===== src/rtl/axil_read_arbiter.sv =====
// Round-robin arbiter sharing one AXI-Lite reader control port among N_REQ requesters.
// One read in flight at a time; a watchdog turns a hung reader into an error response.
`timescale 1ns/1ps

module axil_read_arbiter #(
  parameter int N_REQ   = 4,
  parameter int ADDR_W  = 32,
  parameter int DATA_W  = 32,
  parameter int TIMEOUT = 1024
) (
  input  logic                      ACLK,
  input  logic                      ARESETn,
  input  logic [N_REQ-1:0]          req_valid,
  input  logic [N_REQ*ADDR_W-1:0]   req_addr,
  output logic [N_REQ-1:0]          rsp_valid,
  output logic [DATA_W-1:0]         rsp_data,
  output logic                      rsp_err,
  output logic                      R_Start,
  output logic [ADDR_W-1:0]         Read_from,
  input  logic [DATA_W-1:0]         R_Data,
  input  logic                      Reader_Run,
  output logic [$clog2(N_REQ)-1:0]  grant_id,
  output logic                      busy
);

  localparam int IDX_W = $clog2(N_REQ);
  localparam int WD_W  = $clog2(TIMEOUT);

  typedef enum logic [2:0] {
    ST_IDLE,
    ST_START,
    ST_WAIT_RUN,
    ST_WAIT_DONE,
    ST_RESP,
    ST_DRAIN
  } state_t;

  state_t              state_q;
  logic [IDX_W-1:0]    rr_ptr_q;
  logic [IDX_W-1:0]    grant_q;
  logic [WD_W-1:0]     wdog_q;
  logic [WD_W-1:0]     wdog_d;
  logic [ADDR_W-1:0]   read_from_q;
  logic                r_start_q;
  logic [N_REQ-1:0]    rsp_valid_q;
  logic [DATA_W-1:0]   rsp_data_q;
  logic                rsp_err_q;
  logic                busy_q;

  logic                win_found;
  logic [IDX_W-1:0]    win_idx;
  logic [ADDR_W-1:0]   win_addr;
  logic [N_REQ-1:0]    grant_onehot;
  logic                wdog_expired;

  // Round-robin search starting just after the last winner, wrapping around.
  // NOTE: every signal driven here gets a default first so no path can infer a latch.
  always_comb begin
    win_found = 1'b0;
    win_idx   = '0;
    for (int k = 1; k <= N_REQ; k++) begin
      if (!win_found && req_valid[(int'(rr_ptr_q) + k) % N_REQ]) begin
        win_found = 1'b1;
        win_idx   = IDX_W'((int'(rr_ptr_q) + k) % N_REQ);
      end
    end
  end

  assign win_addr     = req_addr[int'(win_idx)*ADDR_W +: ADDR_W];
  assign grant_onehot = {{(N_REQ-1){1'b0}}, 1'b1} << grant_q;

  // wdog_d is the count this cycle will reach; expiring on TIMEOUT-1 puts the
  // error pulse exactly TIMEOUT cycles after R_Start.
  assign wdog_d       = wdog_q + 1'b1;
  assign wdog_expired = (wdog_d == WD_W'(TIMEOUT - 1));

  // NOTE: state and registered outputs use non-blocking assignments only, so
  // every branch reads the pre-edge values regardless of statement order.
  always_ff @(posedge ACLK) begin
    if (!ARESETn) begin
      state_q     <= ST_IDLE;
      rr_ptr_q    <= IDX_W'(N_REQ - 1);
      grant_q     <= '0;
      wdog_q      <= '0;
      read_from_q <= '0;
      r_start_q   <= 1'b0;
      rsp_valid_q <= '0;
      rsp_data_q  <= '0;
      rsp_err_q   <= 1'b0;
      busy_q      <= 1'b0;
    end else begin
      case (state_q)
        ST_IDLE: begin
          // A run already in progress belongs to someone else; wait it out.
          if (win_found && !Reader_Run) begin
            grant_q     <= win_idx;
            rr_ptr_q    <= win_idx;
            read_from_q <= win_addr;
            r_start_q   <= 1'b1;
            wdog_q      <= '0;
            busy_q      <= 1'b1;
            state_q     <= ST_START;
          end
        end

        ST_START: begin
          r_start_q <= 1'b0;
          state_q   <= ST_WAIT_RUN;
        end

        ST_WAIT_RUN: begin
          wdog_q <= wdog_d;
          if (wdog_expired) begin
            rsp_valid_q <= grant_onehot;
            rsp_data_q  <= '0;
            rsp_err_q   <= 1'b1;
            state_q     <= ST_DRAIN;
          end else if (Reader_Run) begin
            state_q <= ST_WAIT_DONE;
          end
        end

        ST_WAIT_DONE: begin
          wdog_q <= wdog_d;
          if (!Reader_Run) begin
            rsp_valid_q <= grant_onehot;
            rsp_data_q  <= R_Data;
            rsp_err_q   <= 1'b0;
            state_q     <= ST_RESP;
          end else if (wdog_expired) begin
            rsp_valid_q <= grant_onehot;
            rsp_data_q  <= '0;
            rsp_err_q   <= 1'b1;
            state_q     <= ST_DRAIN;
          end
        end

        ST_RESP: begin
          rsp_valid_q <= '0;
          busy_q      <= 1'b0;
          state_q     <= ST_IDLE;
        end

        ST_DRAIN: begin
          // The late reader result is discarded; only wait for the run to end.
          rsp_valid_q <= '0;
          if (!Reader_Run) begin
            busy_q  <= 1'b0;
            state_q <= ST_IDLE;
          end
        end

        default: begin
          r_start_q   <= 1'b0;
          rsp_valid_q <= '0;
          busy_q      <= 1'b0;
          state_q     <= ST_IDLE;
        end
      endcase
    end
  end

  assign R_Start   = r_start_q;
  assign Read_from = read_from_q;
  assign rsp_valid = rsp_valid_q;
  assign rsp_data  = rsp_data_q;
  assign rsp_err   = rsp_err_q;
  assign grant_id  = grant_q;
  assign busy      = busy_q;

  a_r_start_pulse: assert property (@(posedge ACLK) disable iff (!ARESETn)
    R_Start |=> !R_Start);
  a_rsp_onehot: assert property (@(posedge ACLK) disable iff (!ARESETn)
    $onehot0(rsp_valid));

endmodule

===== config.mk =====
export PLATFORM = sky130hd
export DESIGN_NAME = axil_read_arbiter
export DESIGN_NICKNAME = d
export VERILOG_FILES = /design/src/rtl/axil_read_arbiter.sv
export SDC_FILE = /design/constraint.sdc
export NUM_CORES = 1
export LEC_CHECK = 0
export ABC_AREA = 1
export ABC_CLOCK_PERIOD_IN_PS = 1900
export CAP_MARGIN = 5
export CELL_PAD_IN_SITES_DETAIL_PLACEMENT = 0
export CELL_PAD_IN_SITES_GLOBAL_PLACEMENT = 1
export CORE_ASPECT_RATIO = 1.1
export CORE_MARGIN = 8
export CORE_UTILIZATION = 25
export DETAILED_ROUTE_END_ITERATION = 10
export PLACE_DENSITY_LB_ADDON = 0.2
export SLEW_MARGIN = 20
export SYNTH_ARGS = -nofsm -noshare
export SYNTH_HDL_FRONTEND = slang
export SYNTH_SLANG_ARGS = --single-unit

===== constraint.sdc =====
create_clock -name ACLK -period 1.9 [get_ports ACLK]
set_input_delay 0.475 -clock ACLK [delete_from_list [all_inputs] [get_ports ACLK]]
set_output_delay 0.475 -clock ACLK [all_outputs]
set_load 0.005 [all_outputs]

# [Word level (Yosys, flattened, before mapping)]
# Cells that the tools add are included.
[classes] n_addsub=5 n_lt_le_gt_ge=4 n_eq_ne=10 n_shift=2 muxes=42 bitwise=6 reduce_logical=24
[ops] cell="$shiftx 128x8->32" n=1
[ops] cell="$mux 32" n=2
[ops] cell="$pmux 32 s2" n=1
[ops] cell="$pmux 10 s2" n=1
[ops] cell="$mux 3" n=6
[ops] cell="$lt 3x4->1 const B" n=4
[ops] cell="$mux 1" n=16
[ops] cell="$pmux 3 s5" n=1
[ops] cell="$pmux 4 s3" n=1
[ops] cell="$reduce_or 2->1" n=6
[ops] cell="$add 10x1->10 const B" n=1
[ops] cell="$eq 10x10->1 const B" n=1
[ops] cell="$mux 10" n=1
[ops] cell="$bmux 1 s2" n=4
[ops] cell="$mux 2" n=4
[ops] cell="$mux 4" n=2
[ops] cell="$eq 3x2->1 const B" n=2
[ops] cell="$eq 3x3->1 const B" n=2
[ops] cell="$ne 3x3->1 const B" n=2
[ops] cell="$reduce_and 2->1" n=3
[ops] cell="$add 2x1->2 const B" n=2
[ops] cell="$add 2x2->2 const B" n=2
[ops] cell="$and 1x1->1 const A" n=4
[ops] cell="$logic_and 1x1->1" n=4
[ops] cell="13 further kinds" n=20
[totals] ff_bits=88 in_bits=167 out_inout_bits=73 word_cells=103

# [Logic depth before layout (Yosys ltp)]
[depth] word_depth=19 mapped_depth=16 ltp_nobuf=15

# [Least setup slack after synthesis]
# Ideal clock, no wire load.
[synth_path] path_type="flip-flop to flip-flop" start="reg rr_ptr_q[1]" end="reg read_from_q[4], in the netlist Read_from[4]" setup_ps=114 t_arrival_ps=1709 path_slack_ps=77 path_stages_with_launch=16 period_less_slack_ps=1823 cell_sequence="dfxtp_1 inv_2 nand2_1 nand2_2 nand2_2 nand2_2 nor2_2 nand3_2 nand2_4 nand2_2 buf_6 buf_6 nand2_1 nand3_1 a21oi_1 nor2_1"
[synth_between] elab_chain_cells=16
[synth_rtl] item="from (decl)" line_no="39" text="logic [IDX_W-1:0] rr_ptr_q;"
[synth_rtl] item="from (signal assigned)" line_no="82" text="rr_ptr_q <= IDX_W'(N_REQ - 1);"
[synth_rtl] item="from (signal assigned)" line_no="97" text="rr_ptr_q <= win_idx;"
[synth_rtl] item="branches (longest 16 deep; another with $add 2x1->2)"
[synth_rtl] item="to (signal assigned)" line_no="98" text="read_from_q <= win_addr;"
[synth_rtl] item="to (decl)" line_no="43" text="logic [ADDR_W-1:0] read_from_q;"
# Parallel ways; which one is timed is not known. The select of a mux whose other input is x is not followed.
# A chain may end at the register's enable or synchronous reset.

# [Worst setup path after layout]
[layout_path] start="reg wdog_q[1]" end="reg rsp_valid_q[0], in the netlist rsp_valid[0]"
[layout_between] elab_chain_cells=5
[layout_rtl] item="from (decl)" line_no="41" text="logic [WD_W-1:0] wdog_q;"
[layout_rtl] item="from (signal assigned)" line_no="112" text="wdog_q <= wdog_d;"
[layout_rtl] item="from (signal assigned)" line_no="124" text="wdog_q <= wdog_d;"
[layout_rtl] item="$add 10x1->10 *" line_no="74" text="assign wdog_d = wdog_q + 1'b1;"
[layout_rtl] item="$eq 10x10->1 *" line_no="75" text="assign wdog_expired = (wdog_d == WD_W'(TIMEOUT - 1));"
[layout_rtl] item="$mux 4 *"
[layout_rtl] item="$mux 4"
[layout_rtl] item="$pmux 4 s3 *"
[layout_rtl] item="to (signal assigned)" line_no="114" text="rsp_valid_q <= grant_onehot;"
[layout_rtl] item="to (signal assigned)" line_no="126" text="rsp_valid_q <= grant_onehot;"
[layout_rtl] item="to (signal assigned)" line_no="131" text="rsp_valid_q <= grant_onehot;"
[layout_rtl] item="to (decl)" line_no="45" text="logic [N_REQ-1:0] rsp_valid_q;"
# Mark *: on every way between the ends. The rest lies on a longest branch, timed or not.

==> metrics.cfg <==
[yosys]
ys.flop_type=dfxtp_1
yosysUniqueCellTypes=29
ys_seq_area_share_pct=32.4
synth.cell_area_sq_um=5450
synthCells=871
ys.warnings.count=0
synthesis.nets=1040
ys_seq_elements=88
synth_edf_count=0
synth_top_area_share_pct=32.4
synth_area_leaders=dfxtp_1 32%, nand2_1 17%, nand3_1 14%
avgSynthCellArea_sq_um=6.25
yosysTopAreaCell=dfxtp_1
async_reset_ff_share_pct=0

[placed_design]
place_hpwl_mm=15.5
dp.cells=1406
dpl_cell_area_sq_um=8520
io_buffers=239
place.gp.congestion=0.797

[clock_network]
clkLatencyLatePin_ns=0.35
clockBufferDepth=2
clock_tree.htree_level_count=3
clock_sinks=88
tritoncts.num_buffers=9
clock-root-buffer=clkbuf_16
clkSlewWorstSetupHoldPaths_ns=0.07
cts_tree=done

[die]
dieArea_sq_um=26800
core_area_sq_um=21400
die_h_microns=171
ioPinCount=240
start_util_pct=25.5
fp.dieW_microns=157
num_rows=56

[global_routing]
antenna_found_initial=0
grt_pass1_vias=6246
grt_max_degree=70
overflow=0
grtUsageTotal_pct=15.8
grt_pass1_wl_mm=33.7

[cells_and_area]
seq_area_sq_um=1770
final_cell_mix=233 x clkdlybuf4s50_1, 219 x nand2_1, 99 x nand3_1
fin_area_sq_um=9660
utilization_pct=45.2
areaGrowthSynthToFinish_pct=77.4
stdcell_count=1438
antenna_cells=0
fillers=2202
drive_above_1_share_pct=19.1
final_common_cell=clkdlybuf4s50_1
multi_input_area_sq_um=3570
fin_nets=1312

[power_and_ir_drop]
p_leak_nw=4.08
vdd.ir_drop.worst_mv=1.02
power_frac_clock_pct=12.7
power_switching_mw=6.80
seqPwrFrac_pct=20.2
swShare_pct=44.2
share_comb_of_total_power_pct=67.1
power.density_nw_per_um2=1590
finalPower_mw=15.4
p_int_mw=8.60

[critical_path]
crit_type=flop to flop
startpoint_type=flop
required_ns=2.14
crit_fanout=8
r2r_slack_ns=-0.002
crit_arrival_ns=2.14
cp-end-kind=flop

[status]
status=finished with violations
violations=negative setup slack

[sta]
layout_setup_ws_ns=-0.00187
fin_worst_skew_ns=0.0125
hold_viol=0
setup_violations=1
min_period_ns=1.90
maxSlewHeadroom_pct=69.5
timing.fmax_mhz=526
worstMarginPinSlew_ns=0.456
finalCritPeriodShare_pct=100
maxSlewViolCount=0
rsz0062_at_grt=true
setup_tns_ns=-0.00187

[route]
antenna_left=0
viasPerCell=4.54
num_vias=6535
drc=0
drt-initial-drc-count=291
wire_per_inst_microns=15.7
first_pass_iters=5
postRouteWirelength_mm=22.6

[worst_hold_path]
hold_class=flop to flop

[job]
maxCapViolCount=0

==> repair_timing <==
action / CTS / global route
endpoints found under the setup margin: 84 / 90
gates resized for setup: 66 / 97
setup buffers: 4 / 4
pin swaps: 23 / 34
gates cloned: 2 / 6
hold buffers: 0 / 0
==> final timing paths <==
path	end	from	cells past startpoint
worst min register to register	R_Start	R_Start	2
worst min-delay path	R_Start	R_Start	2
worst max register to register	rsp_valid[0]	wdog_q[1]	13
worst max-delay path	rsp_valid[0]	wdog_q[1]	13
==> layout make-up <==
cell class | instances | area share (%)
multi-input cells | 629 | 36.9
clock buffers | 13 | 2.80
repair buffers | 314 | 33.6
well taps | 290 | 3.76
clock inverters | 3 | 0.492
inverters | 101 | 4.03
flip-flops and latches | 88 | 18.4
==> cells in the mapped netlist (3+ instances only) <==
cell and count:
nand2_1 248, buf_2 14, buf_4 4, o21ai_0 41, nor2_1 49, buf_6 6, nand3b_1 20, nand2_2 5
clkbuf_1 27, a21oi_1 31, nor3_1 3, buf_1 4, inv_1 96, xor2_1 4, o211ai_1 3, o21a_1 32
dfxtp_1 88, a31oi_1 32, inv_2 4, nand3_1 147
==> sequential cells by signal (all words and copies together) (netlist names) <==
| name | flops |
|---|---|
| grant_id | 2 |
| rsp_data | 32 |
| state_q | 3 |
| rsp_valid | 4 |
| rsp_err | 1 |
| Read_from | 32 |
| R_Start | 1 |
| busy | 1 |
| wdog_q | 10 |
| rr_ptr_q | 2 |
==> stage by stage <==
| stage | hold slack [ns] | worst slack, ns |
|---|---|---|
| final | 0.464 | -0.00187 |
| after global placement | 0.448 | -0.535 |
| after CTS | 0.466 | -0.0192 |
| after detailed placement | 0.455 | -0.532 |
| after global routing | 0.492 | -0.149 |
| after floorplan | 0.447 | 0.0770 |
==> cell families (layout without fill, tap and decap cells) <==
family | after synthesis | after routing | synth area share, %
AOI/OAI and AO/OA | 140 | 140 | 15.4
xor gates and xnor gates | 4 | 4 | 0.643
adders and majority gates | 2 | 2 | 0.459
buffers and inverters | 156 | 431 | 12.2
DFF | 88 | 88 | 32.4
and+or+nand+nor | 481 | 483 | 38.9
==> power by group through the flow <==
stage,Clock [mW],Sequential [mW],Combinational (mW)
6_report,1.95,3.12,10.3
4_1_cts,2.02,3.08,9.96
3_3_place_gp,0,3.07,9.07
5_1_grt,2.10,3.22,11.4
2_1_floorplan,0,3.11,5.12
3_5_place_dp,0,3.08,9.09
==> routing by layer <==
metal	vias to the layer above	wire length [microns]	track usage (%)
met1	2975	9560	19.5
met3	11	1540	4.67
met5	-	0	0
li1	3385	-	-
met2	164	11300	26.7
met4	0	229	3.76
==> worst max-delay path: stages (launching register included) <==
cell     delay [ns]
dfxtp_2        0.36
ha_4           0.17
buf_6          0.10
nand3_2        0.07
nor2_2         0.13
xor2_1         0.20
nand2_1        0.12
nor2_4         0.15
nand2_4        0.12
buf_8          0.17
nand3_2        0.06
nand3_2        0.06
nand2_1        0.05
inv_1          0.04
No activity file was read; power rests on OpenSTA's default activity.
